$ cat src/rtl/pipe_ctrl_pkg.sv
// Shared types for the pipeline hazard/forwarding controller: forward-select
// encodings, register address width and the in-flight scoreboard entry.
package pipe_ctrl_pkg;

   localparam int REG_AW = 5;

   localparam logic [1:0] FWD_REG = 2'b00;
   localparam logic [1:0] FWD_WB  = 2'b01;
   localparam logic [1:0] FWD_MEM = 2'b10;

   typedef struct packed {
      logic              valid;
      logic [REG_AW-1:0] rd;
      logic              regwrite;
      logic              memread;
   } scb_entry_t;

   localparam scb_entry_t SCB_EMPTY = '0;

   // x0 is hardwired zero, so a write to it never produces a forwardable value.
   function automatic logic rd_match(input logic [REG_AW-1:0] rs, input scb_entry_t e);
      return e.valid & e.regwrite & (e.rd != '0) & (e.rd == rs);
   endfunction

endpackage

$ cat src/rtl/hazard_forward_ctrl_if.sv
// ID-stage instruction fields in, stall/flush/forward controls and counters out.
interface hazard_forward_ctrl_if #(parameter int CNT_W = 32);
   import pipe_ctrl_pkg::*;

   logic              id_valid;
   logic [REG_AW-1:0] id_rs1;
   logic [REG_AW-1:0] id_rs2;
   logic [REG_AW-1:0] id_rd;
   logic              id_regwrite;
   logic              id_memread;
   logic              branch_taken;

   logic [1:0]        forwardA;
   logic [1:0]        forwardB;
   logic              pc_write_en;
   logic              ifid_write_en;
   logic              idex_bubble;
   logic              flush_ifid;
   logic [CNT_W-1:0]  stall_count;
   logic [CNT_W-1:0]  flush_count;

   modport master (
      output id_valid, id_rs1, id_rs2, id_rd, id_regwrite, id_memread, branch_taken,
      input  forwardA, forwardB, pc_write_en, ifid_write_en, idex_bubble, flush_ifid,
             stall_count, flush_count
   );

   modport slave (
      input  id_valid, id_rs1, id_rs2, id_rd, id_regwrite, id_memread, branch_taken,
      output forwardA, forwardB, pc_write_en, ifid_write_en, idex_bubble, flush_ifid,
             stall_count, flush_count
   );

endinterface

$ cat src/rtl/sat_counter.sv
// Event counter that sticks at all-ones instead of wrapping.
module sat_counter #(
   parameter int CNT_W = 32
) (
   input  logic             clk,
   input  logic             reset,
   input  logic             inc,
   output logic [CNT_W-1:0] count
);

   localparam logic [CNT_W-1:0] ONE = CNT_W'(1);

   always_ff @(posedge clk) begin
      if (reset)
         count <= '0;
      else if (inc && (count != '1))
         count <= count + ONE;
   end

endmodule

$ cat src/rtl/hazard_forward_ctrl.sv
// Load-use stall, branch flush and registered EX forward-select generation,
// driven by a scoreboard of the destinations held in ID/EX and EX/MEM.
module hazard_forward_ctrl
   import pipe_ctrl_pkg::*;
#(
   parameter int CNT_W = 32
) (
   input logic                 clk,
   input logic                 reset,
   hazard_forward_ctrl_if.slave bus
);

   // Only ID/EX and EX/MEM are tracked: a MEM/WB producer is visible to the
   // consumer in ID through regfile write-through, so it never needs a select.
   scb_entry_t ex_e;
   scb_entry_t mem_e;

   logic       load_use;
   logic       stall;
   logic       flush;
   logic       ex_clear;
   logic [1:0] fwd_a_next;
   logic [1:0] fwd_b_next;
   logic [1:0] fwd_a_q;
   logic [1:0] fwd_b_q;

   always_comb begin
      load_use = bus.id_valid & ex_e.memread &
                 (rd_match(bus.id_rs1, ex_e) | rd_match(bus.id_rs2, ex_e));
      flush    = bus.branch_taken;
      stall    = load_use & ~flush;
      ex_clear = stall | flush | ~bus.id_valid;

      fwd_a_next = FWD_REG;
      if (rd_match(bus.id_rs1, ex_e))
         fwd_a_next = FWD_MEM;
      else if (rd_match(bus.id_rs1, mem_e))
         fwd_a_next = FWD_WB;

      fwd_b_next = FWD_REG;
      if (rd_match(bus.id_rs2, ex_e))
         fwd_b_next = FWD_MEM;
      else if (rd_match(bus.id_rs2, mem_e))
         fwd_b_next = FWD_WB;
   end

   always_ff @(posedge clk) begin
      if (reset) begin
         ex_e    <= SCB_EMPTY;
         mem_e   <= SCB_EMPTY;
         fwd_a_q <= FWD_REG;
         fwd_b_q <= FWD_REG;
      end else begin
         mem_e <= ex_e;
         if (ex_clear) begin
            ex_e    <= SCB_EMPTY;
            fwd_a_q <= FWD_REG;
            fwd_b_q <= FWD_REG;
         end else begin
            ex_e.valid    <= 1'b1;
            ex_e.rd       <= bus.id_rd;
            ex_e.regwrite <= bus.id_regwrite;
            ex_e.memread  <= bus.id_memread;
            fwd_a_q       <= fwd_a_next;
            fwd_b_q       <= fwd_b_next;
         end
      end
   end

   // A taken branch must still let the redirected PC and fetch land.
   assign bus.pc_write_en   = ~stall;
   assign bus.ifid_write_en = ~stall;
   assign bus.idex_bubble   = stall | flush;
   assign bus.flush_ifid    = flush;
   assign bus.forwardA      = fwd_a_q;
   assign bus.forwardB      = fwd_b_q;

   sat_counter #(.CNT_W(CNT_W)) u_stall_cnt (
      .clk   (clk),
      .reset (reset),
      .inc   (stall),
      .count (bus.stall_count)
   );

   sat_counter #(.CNT_W(CNT_W)) u_flush_cnt (
      .clk   (clk),
      .reset (reset),
      .inc   (flush),
      .count (bus.flush_count)
   );

endmodule

$ cat src/flat_wrapper.sv
// flat-port wrapper written by rule: the top's interface ports become plain ports
module hazard_forward_ctrl_flat import pipe_ctrl_pkg::*;
#(
   parameter int CNT_W = 32
)
  (clk, reset, bus_id_valid, bus_id_rs1, bus_id_rs2, bus_id_rd, bus_id_regwrite, bus_id_memread, bus_branch_taken, bus_forwardA, bus_forwardB, bus_pc_write_en, bus_ifid_write_en, bus_idex_bubble, bus_flush_ifid, bus_stall_count, bus_flush_count);
  hazard_forward_ctrl_if #(.CNT_W(CNT_W)) bus_i ();
  input logic clk;
  input logic reset;
  input wire logic [$bits(bus_i.id_valid)-1:0] bus_id_valid;
  input wire logic [$bits(bus_i.id_rs1)-1:0] bus_id_rs1;
  input wire logic [$bits(bus_i.id_rs2)-1:0] bus_id_rs2;
  input wire logic [$bits(bus_i.id_rd)-1:0] bus_id_rd;
  input wire logic [$bits(bus_i.id_regwrite)-1:0] bus_id_regwrite;
  input wire logic [$bits(bus_i.id_memread)-1:0] bus_id_memread;
  input wire logic [$bits(bus_i.branch_taken)-1:0] bus_branch_taken;
  output wire logic [$bits(bus_i.forwardA)-1:0] bus_forwardA;
  output wire logic [$bits(bus_i.forwardB)-1:0] bus_forwardB;
  output wire logic [$bits(bus_i.pc_write_en)-1:0] bus_pc_write_en;
  output wire logic [$bits(bus_i.ifid_write_en)-1:0] bus_ifid_write_en;
  output wire logic [$bits(bus_i.idex_bubble)-1:0] bus_idex_bubble;
  output wire logic [$bits(bus_i.flush_ifid)-1:0] bus_flush_ifid;
  output wire logic [$bits(bus_i.stall_count)-1:0] bus_stall_count;
  output wire logic [$bits(bus_i.flush_count)-1:0] bus_flush_count;
  assign bus_i.id_valid = bus_id_valid;
  assign bus_i.id_rs1 = bus_id_rs1;
  assign bus_i.id_rs2 = bus_id_rs2;
  assign bus_i.id_rd = bus_id_rd;
  assign bus_i.id_regwrite = bus_id_regwrite;
  assign bus_i.id_memread = bus_id_memread;
  assign bus_i.branch_taken = bus_branch_taken;
  assign bus_forwardA = bus_i.forwardA;
  assign bus_forwardB = bus_i.forwardB;
  assign bus_pc_write_en = bus_i.pc_write_en;
  assign bus_ifid_write_en = bus_i.ifid_write_en;
  assign bus_idex_bubble = bus_i.idex_bubble;
  assign bus_flush_ifid = bus_i.flush_ifid;
  assign bus_stall_count = bus_i.stall_count;
  assign bus_flush_count = bus_i.flush_count;
  hazard_forward_ctrl #(.CNT_W(CNT_W)) u_core (.clk(clk), .reset(reset), .bus(bus_i));
endmodule
$ cat config.mk
export PLATFORM = sky130hd
export DESIGN_NAME = hazard_forward_ctrl_flat
export DESIGN_NICKNAME = d
export VERILOG_FILES = /design/src/rtl/pipe_ctrl_pkg.sv /design/src/rtl/hazard_forward_ctrl_if.sv /design/src/rtl/sat_counter.sv /design/src/rtl/hazard_forward_ctrl.sv /design/src/flat_wrapper.sv
export SDC_FILE = /design/constraint.sdc
export NUM_CORES = 1
export LEC_CHECK = 0
export BUFFER_PORTS_ARGS = -buffer_cell sky130_fd_sc_hd__clkbuf_2
export CORE_ASPECT_RATIO = 0.7
export CORE_MARGIN = 1.5
export CORE_UTILIZATION = 30
export DETAILED_ROUTE_END_ITERATION = 8
export PLACE_DENSITY = 0.61
export SYNTH_ARGS = -nofsm -noshare
export SYNTH_HDL_FRONTEND = slang
export SYNTH_SLANG_ARGS = --single-unit
$ cat constraint.sdc
create_clock -name clk -period 2.06 [get_ports clk]
set_clock_uncertainty 0.1 [all_clocks]
set_input_delay 0.103 -clock clk [delete_from_list [all_inputs] [get_ports clk]]
set_output_delay 0.103 -clock clk [all_outputs]
set_load 0.03 [all_outputs]
==> summary.md, run 1 <==
| Metric | Value |
|---|---|
| Outcome | `finished, violations left` |
| Violated checks | `negative setup slack` |
| Pwr dens | `549 mW/mm^2` |
| Clock power share | `0.468` |
| Net Switching | `~0.00076 W` |
| Logic pwr share | `0.055` |
| Detailed Route Iter0 Violations | `157` |
| Crit path cell chain | `xnor2_2 > nand3_2 > nor3_4 > buf_12 > o211ai_1 > buf_6 > or4_4 > a21oi_2` |
| Clock transition at path regs | `~0.06 ns` |
| RePlAce Congestion | `about 0.86` |
| Fmax | `460 MHz` |
| TritonRoute pass-1 iters | `5` |
| Internal | `0.00266 W` |
| Post-place instance area | `0.00527 sq mm` |
| DP Cell Count | `781` |
| Critical path type | `register to register` |
| Num CTS Buffers | `9` |
| Worst setup EP type | `register` |
| Main flop type after synthesis | `dfxtp_1` |
| PortBufs | `92` |
| Die W | `roughly 140 microns` |
| Clock Sink Count | `slightly above 80` |
| H-tree lvl count | `3` |
| Worst vdd ir | `0.456 mV` |
| Worst skew pair latency | `0.33 ns` |
| RSZ-0062 raised after global routing | `true` |
| Worst-path fanout max | `6` |
| Mapped Area | `0.00403 sq mm` |
| Hold Vio Cnt, Final | `0` |
| Initial Util | `0.307` |
| Wire length on met2 | `5.61 mm` |
| Cells after Synth | `458` |
| CP peak stage delay | `0.48 ns` |
| DRT met1 WL | `between 5 and 6 mm` |
| Worst Tran Pin Value | `0.587 ns` |
| Async S/R FF share, synth | `0` |
| Yosys reg bits | `83` |
| First-pass GRT wire length | `18.3 mm` |
| Clock Tree Buf Depth | `2` |
| IO Pins | `93` |
| WP buf/inv | `2` |
| FILL cells | `between 1000 and 1500` |
| Pins Over Slew Limit | `0` |
| CTS tree | `done` |
| Crit path max-delay family | `simple AND/OR/NAND/NOR gates` |
| Relative slew slack | `0.609` |
| Initial antenna violation count | `0` |
| Wire per inst | `14.9 microns` |
| Avg Vias per Cell | `approximately 5` |
| Worst path slowest cell | `or4_4` |
| Vias in the first global route | `3714` |
| Final WL | `12.3 mm` |
| Worst Setup Start Kind | `register` |
| Largest net degree at the start of global routing | `27` |
| Estimated wirelength of the detail-placed design | `8.75 mm` |
| Finished Layout Cells | `824` |
| Nets | `~680` |
| Critical path data required time | `2.23 ns` |
| Top Metal Used | `met4` |
| Total GRT Usage | `0.162` |
| Post-synthesis sequential area ratio | `0.413` |
| Sequential share of power | `0.477` |
| Period utilization | `1.05` |
| Residual DRC | `0` |
| Setup WS post-layout | `-0.112 ns` |
| Share of cells above drive strength 1 | `0.477` |
| Hold WC Path Type | `primary input to register` |
| Minimum clock period | `2.17 ns` |
| DRT antenna net count | `0` |
| Dpl ws | `-0.172 ns` |
| Die area | `between 0.01 and 0.015 sq mm` |
| Root buf cell | `clkbuf_16` |
| Met3 routed WL | `~640 microns` |
| Standard-cell rows | `35` |
| Syn. warnings | `0` |
| Final setup fails | `18` |
| P_leak | `2.53 nW` |
| Switch share | `0.221` |
| Post-synth EDFFs | `0` |
| GRT overflow | `0` |
| Worst path arrival time | `between 2 and 2.5 ns` |
| Core footprint | `~0.013 sq mm` |
| Overall die height | `99.9 microns` |
| Library cells used by synthesis | `58` |
| Total number of vias | `4197` |
| Maxcap violations | `0` |
| Final Cell Area | `0.00622 sq mm` |
| Syn_nets | `481` |
| # diodes | `0` |
| Average cell area after synthesis | `between 8 and 9 sq um` |
| Area Overhead vs Synth | `54.4%` |
[placed cells by master, fill, tap and decap left out, types with 4 or more instances in the layout]
cell           netlist  layout
nand4_1             21      21
a21oi_2              1      10
o31ai_1              8       8
xnor2_1             22      16
or3_1               20      16
nor2_1              42      40
or3_4                0       4
clkbuf_2             0      89
dlygate4sd3_1        0       7
o21ai_0             19      19
dfxtp_2              0      27
dfxtp_4              0       4
nand2_1             25      22
and3_1               9       9
inv_1                8       7
nor2b_1             11      11
buf_6                1      14
xnor2_2              0       6
or4_4                0       5
or2_2                5       5
nor3_1              12       9
xor2_1              24      20
and4_1              11       9
dfxtp_1             83      52
clkbuf_16            0       9
a21oi_1             28      19
and2_1              11      11
or4_1                9       4
buf_4                2      84
nand3_1             23      19
[layer usage]
layer  track usage  vias up
li1              -     2064
met1         0.227     1989
met2         0.255      130
met3        0.0367       14
met4        0.0341        0
met5             0        -
[final cells by class]
type	count	area [sq um]	share of cell area
Tap cell	166	208	0.0334
Multi-Input combinational cell	351	2590	0.416
Sequential cell	83	1710	0.275
Clock buffer	10	239	0.0384
Timing Repair Buffer	201	1390	0.223
Inverter	9	33.8	0.00543
Clock inverter	4	52.6	0.00845
[cell families (layout without fill, tap and decap cells)]
logic type | count (synthesis) | in the layout | synth area share
simple gates | 221 | 221 | 0.319
flops | 83 | 83 | 0.413
compound gates | 76 | 77 | 0.121
xor+xnor | 46 | 46 | 0.100
buf+inv | 25 | 224 | 0.0280
mux | 5 | 5 | 0.0137
fa+ha+maj | 2 | 2 | 0.00621
[final timing paths]
kind	slack, ns	start	cells after the start	endpoint
min reg2reg	0.37	u_core.ex_e[7]	1	u_core.mem_e[7]
min	0.05	bus_id_rs1[4]	4	u_core.bus.forwardA[0]
max	-0.11	u_core.ex_e[6]	8	u_core.u_stall_cnt.count[31]
max reg2reg	-0.11	u_core.ex_e[6]	8	u_core.u_stall_cnt.count[31]
[power groups by stage]
stage	registers, W	clock network, W	logic [W]
final	0.00163	0.00160	0.000188
after global routing	0.00163	0.00171	0.000206
after CTS	0.00163	0.00165	0.000166
after detailed placement	0.00166	0	0.000149
after global placement	0.00166	0	0.000145
after floorplan	0.00167	0	0.0000792
[flip-flops by register name, summed over array words and instances (netlist names)]
signal	cells
u_core.bus.forwardB	2
u_core.ex_e	8
u_core.bus.forwardA	2
u_core.mem_e	7
u_core.u_flush_cnt.count	32
u_core.u_stall_cnt.count	32
[cell usage after synthesis, types with 2 or more instances]
master | count | area share
buf_4 | 2 | 0.0037
and4_1 | 11 | 0.024
or4_1 | 9 | 0.017
nand3_1 | 23 | 0.029
and3_1 | 9 | 0.014
o21ai_0 | 19 | 0.024
ha_1 | 2 | 0.0062
o31ai_1 | 8 | 0.015
nor3_1 | 12 | 0.015
nor2_1 | 42 | 0.039
or2_2 | 5 | 0.0078
nor4_1 | 5 | 0.0078
xor2_1 | 24 | 0.052
nand4_1 | 21 | 0.033
mux2_1 | 2 | 0.0056
nor2b_1 | 11 | 0.017
a21oi_1 | 28 | 0.035
mux2_2 | 2 | 0.0056
xnor2_1 | 22 | 0.048
o311ai_0 | 3 | 0.0065
clkbuf_1 | 8 | 0.0075
buf_2 | 3 | 0.0037
dfxtp_1 | 83 | 0.41
nand2b_1 | 2 | 0.0031
inv_1 | 8 | 0.0075
nor3_4 | 2 | 0.0081
o211ai_1 | 3 | 0.0056
nand2_1 | 25 | 0.023
buf_1 | 2 | 0.0019
nand3b_1 | 2 | 0.0037
o41ai_1 | 4 | 0.0087
or3_1 | 20 | 0.031
and2_1 | 11 | 0.017
[worst reg2reg max path: stages (launching register included)]
cell	delay, ns
dfxtp_4	0.37
xnor2_2	0.17
nand3_2	0.12
nor3_4	0.23
buf_12	0.15
o211ai_1	0.17
buf_6	0.21
or4_4	0.48
a21oi_2	0.13
[stage by stage]
stage / hold slack, ns / setup TNS [ns] / total power (W) / util
2_1_floorplan: 0.125 / -0.000902 / 0.00175 / -
3_3_place_gp: 0.203 / -0.560 / 0.00181 / 0.401
3_5_place_dp: 0.206 / -1.85 / 0.00181 / 0.401
4_1_cts: 0.0212 / -0.476 / 0.00344 / 0.437
5_1_grt: 0.0655 / -2.94 / 0.00354 / 0.473
6_report: 0.0537 / -0.626 / 0.00341 / 0.473
[timing repair]
action | 4_1_cts | 5_1_grt
gates cloned | 0 | 3
pin swaps | 11 | 29
hold buffers | 7 | 0
gates resized for setup | 26 | 71
endpoints found under the hold margin | 7 | 0
endpoints found under the setup margin | 33 | 49
buffers inserted | 0 | 19
No activity file was read; power rests on OpenSTA's default activity.
==> inputs of run 2 (changes only) <==
--- a/config.mk
+++ b/config.mk
@@ -12,3 +12,4 @@
 export DETAILED_ROUTE_END_ITERATION = 8
-export PLACE_DENSITY = 0.61
+export PLACE_DENSITY = 0.6
+export SETUP_SLACK_MARGIN = 0.2
 export SYNTH_ARGS = -nofsm -noshare
==> constraint.sdc (replaced) <==
create_clock -name clk -period 2.5 [get_ports clk]
set_clock_uncertainty 0.1 [all_clocks]
set_input_delay 0.5 -clock clk [delete_from_list [all_inputs] [get_ports clk]]
set_output_delay 0.5 -clock clk [all_outputs]
set_load 0.03 [all_outputs]
==> summary.md, run 2 (synthesis gave the netlist of run 1 again) <==
| Metric | Value |
|---|---|
| Minimum clock period | `2.34 ns` |
| Worst Tran Pin Value | `0.587 ns (-0.0000378 ns)` |
| CTS tree | `done` |
| Setup TNS | `0 ns (+0.626 ns)` |
| RePlAce Congestion | `0.867 (+0.90%)` |
| Estimated wirelength of the detail-placed design | `7.72 mm (-12%)` |
| Standard-cell rows | `35 (unchanged)` |
| Worst vdd ir | `0.298 mV (-35%)` |
| DRT antenna net count | `0 (unchanged)` |
| Largest net degree at the start of global routing | `36 (+33%)` |
| Clock transition at path regs | `0.06 ns (about the same)` |
| Root buf cell | `clkbuf_16` |
| Hold Vio Cnt, Final | `0 (unchanged)` |
| Num CTS Buffers | `9 (unchanged)` |
| Hold Startpoint | `bus_id_rd[4]` |
| Hold_ws | `0.263 ns (+0.209 ns)` |
| Most frequent cells in the layout | `89 x clkbuf_2, 75 x dfxtp_1, 41 x nor2_1` |
| Pins Over Slew Limit | `0 (unchanged)` |
| Fmax | `427 MHz` |
| Clock Tree Buf Depth | `2 (unchanged)` |
| Overall die height | `99.9 microns (unchanged)` |
| Wire per inst | `14.7 microns (-0.84%)` |
| Residual DRC | `0 (unchanged)` |
| Final WL | `11.0 mm (-10%)` |
| RR Startpoint | `u_core.ex_e[3]` |
| Final setup fails | `0 (-18)` |
| Nets | `597 (-12%)` |
| Worst setup startpoint | `u_core.ex_e[3]` |
| Vias in the first global route | `3383 (-8.9%)` |
| Initial antenna violation count | `0 (unchanged)` |
| Clock Sink Count | `83 (unchanged)` |
| TritonRoute pass-1 iters | `4 (-1)` |
| Total GRT Usage | `0.153 (-0.00892)` |
| Area Overhead vs Synth | `34.8%` |
| First-pass GRT wire length | `17.2 mm (-6.3%)` |
| Pwr dens | `521 mW/mm^2 (-5.0%)` |
| Total number of vias | `3845 (-8.4%)` |
| Core footprint | `0.0131 sq mm (unchanged)` |
| Worst skew pair latency | `0.33 ns (about the same)` |
| Worst path arrival time | `1.74 ns (-0.60 ns)` |
| Die area | `0.0141 sq mm (unchanged)` |
| Avg Vias per Cell | `5.16 (+1.3%)` |
| Worst-path fanout max | `3 (-3)` |
| RSZ-0062 raised after global routing | `true` |
| Critical path data required time | `1.90 ns (-0.33 ns)` |
| Worst Setup Start Kind | `register` |
| Relative slew slack | `0.609 (about the same)` |
| Critical path type | `register to primary output` |
| H-tree lvl count | `3 (unchanged)` |
| Detailed Route Iter0 Violations | `213 (+36%)` |
| Share of cells above drive strength 1 | `0.328 (-0.149)` |
| P_leak | `2.08 nW (-18%)` |
| Commonest non-fill, non-tap cell in the layout | `clkbuf_2` |
| R2R Setup Slk | `0.18 ns (+0.29 ns)` |
| Die W | `141 microns (unchanged)` |
| Top flop regs | `u_core.u_flush_cnt.count (32), u_core.u_stall_cnt.count (32), u_core.ex_e (8)` |
| FILL cells | `1321 (+3.4%)` |
| Period utilization | `0.936` |
| IO Pins | `93 (unchanged)` |
| Worst setup EP type | `primary output` |
| # diodes | `0 (unchanged)` |
| Maxcap violations | `0 (unchanged)` |
| GRT overflow | `0 (unchanged)` |
| PortBufs | `92 (unchanged)` |
| Initial Util | `0.307 (unchanged)` |
| Outcome | `complete, no violations` |
| Hold WC Path Type | `primary input to register` |
run 2: critical path, cell delays in order (launching register included):
cell and delay [ns]:
dfxtp_2 0.35, xnor2_2 0.18, nand3_2 0.13, nor3_4 0.26, or2_1 0.16, a41o_1 0.20, buf_8 0.13
run 2: metal layers:
layer | wire (microns) | GRT usage
met1 | 5370 | 0.217
met2 | 4950 | 0.232
met3 | 580 | 0.0391
met4 | 93 | 0.0365
met5 | 0 | 0
run 2: through the flow:
step | instance area [sq um] | cells | power (W) | util | setup slack (ns)
floorplan | 4030 | 458 | 0.00144 | - | 0.202
CTS | 5290 | 739 | 0.00286 | 0.403 | 0.194
finish | 5430 | 745 | 0.00283 | 0.413 | 0.159
global placement | 4760 | 716 | 0.00149 | 0.362 | 0.0813
detailed placement | 4760 | 716 | 0.00149 | 0.362 | 0.0532
global route | 5430 | 745 | 0.00293 | 0.413 | 0.0625
run 2: cell type report:
type / count / area (sq um) / area share
clock buffers: 11 / 243 / 0.0447
clock inverters: 5 / 61.3 / 0.0113
multi-input cells: 350 / 2420 / 0.445
flip-flops and latches: 83 / 1680 / 0.309
repair buffers: 121 / 787 / 0.145
well taps: 166 / 208 / 0.0383
inverters: 9 / 33.8 / 0.00622
run 2: repair_timing:
action,CTS,global route
resized for setup,31,25
hold buffers,0,0
buffers inserted,6,6
pin swaps,11,15
setup endpoints to repair,4,28
gates cloned,1,0
run 2: worst paths after layout:
kind / to / depth (start not counted)
setup / recovery: bus_idex_bubble / 6
hold / removal: u_core.ex_e[6] / 2
setup reg to reg: u_core.u_stall_cnt.count[31] / 9
hold reg to reg: u_core.mem_e[7] / 1
run 2: where the power goes:
group          internal [W]  total [W]  switching [W]
Sequential          0.00133    0.00134      0.0000126
Combinational     0.0000575   0.000136      0.0000782
Clock              0.000805    0.00135       0.000545
Total               0.00219    0.00283       0.000636
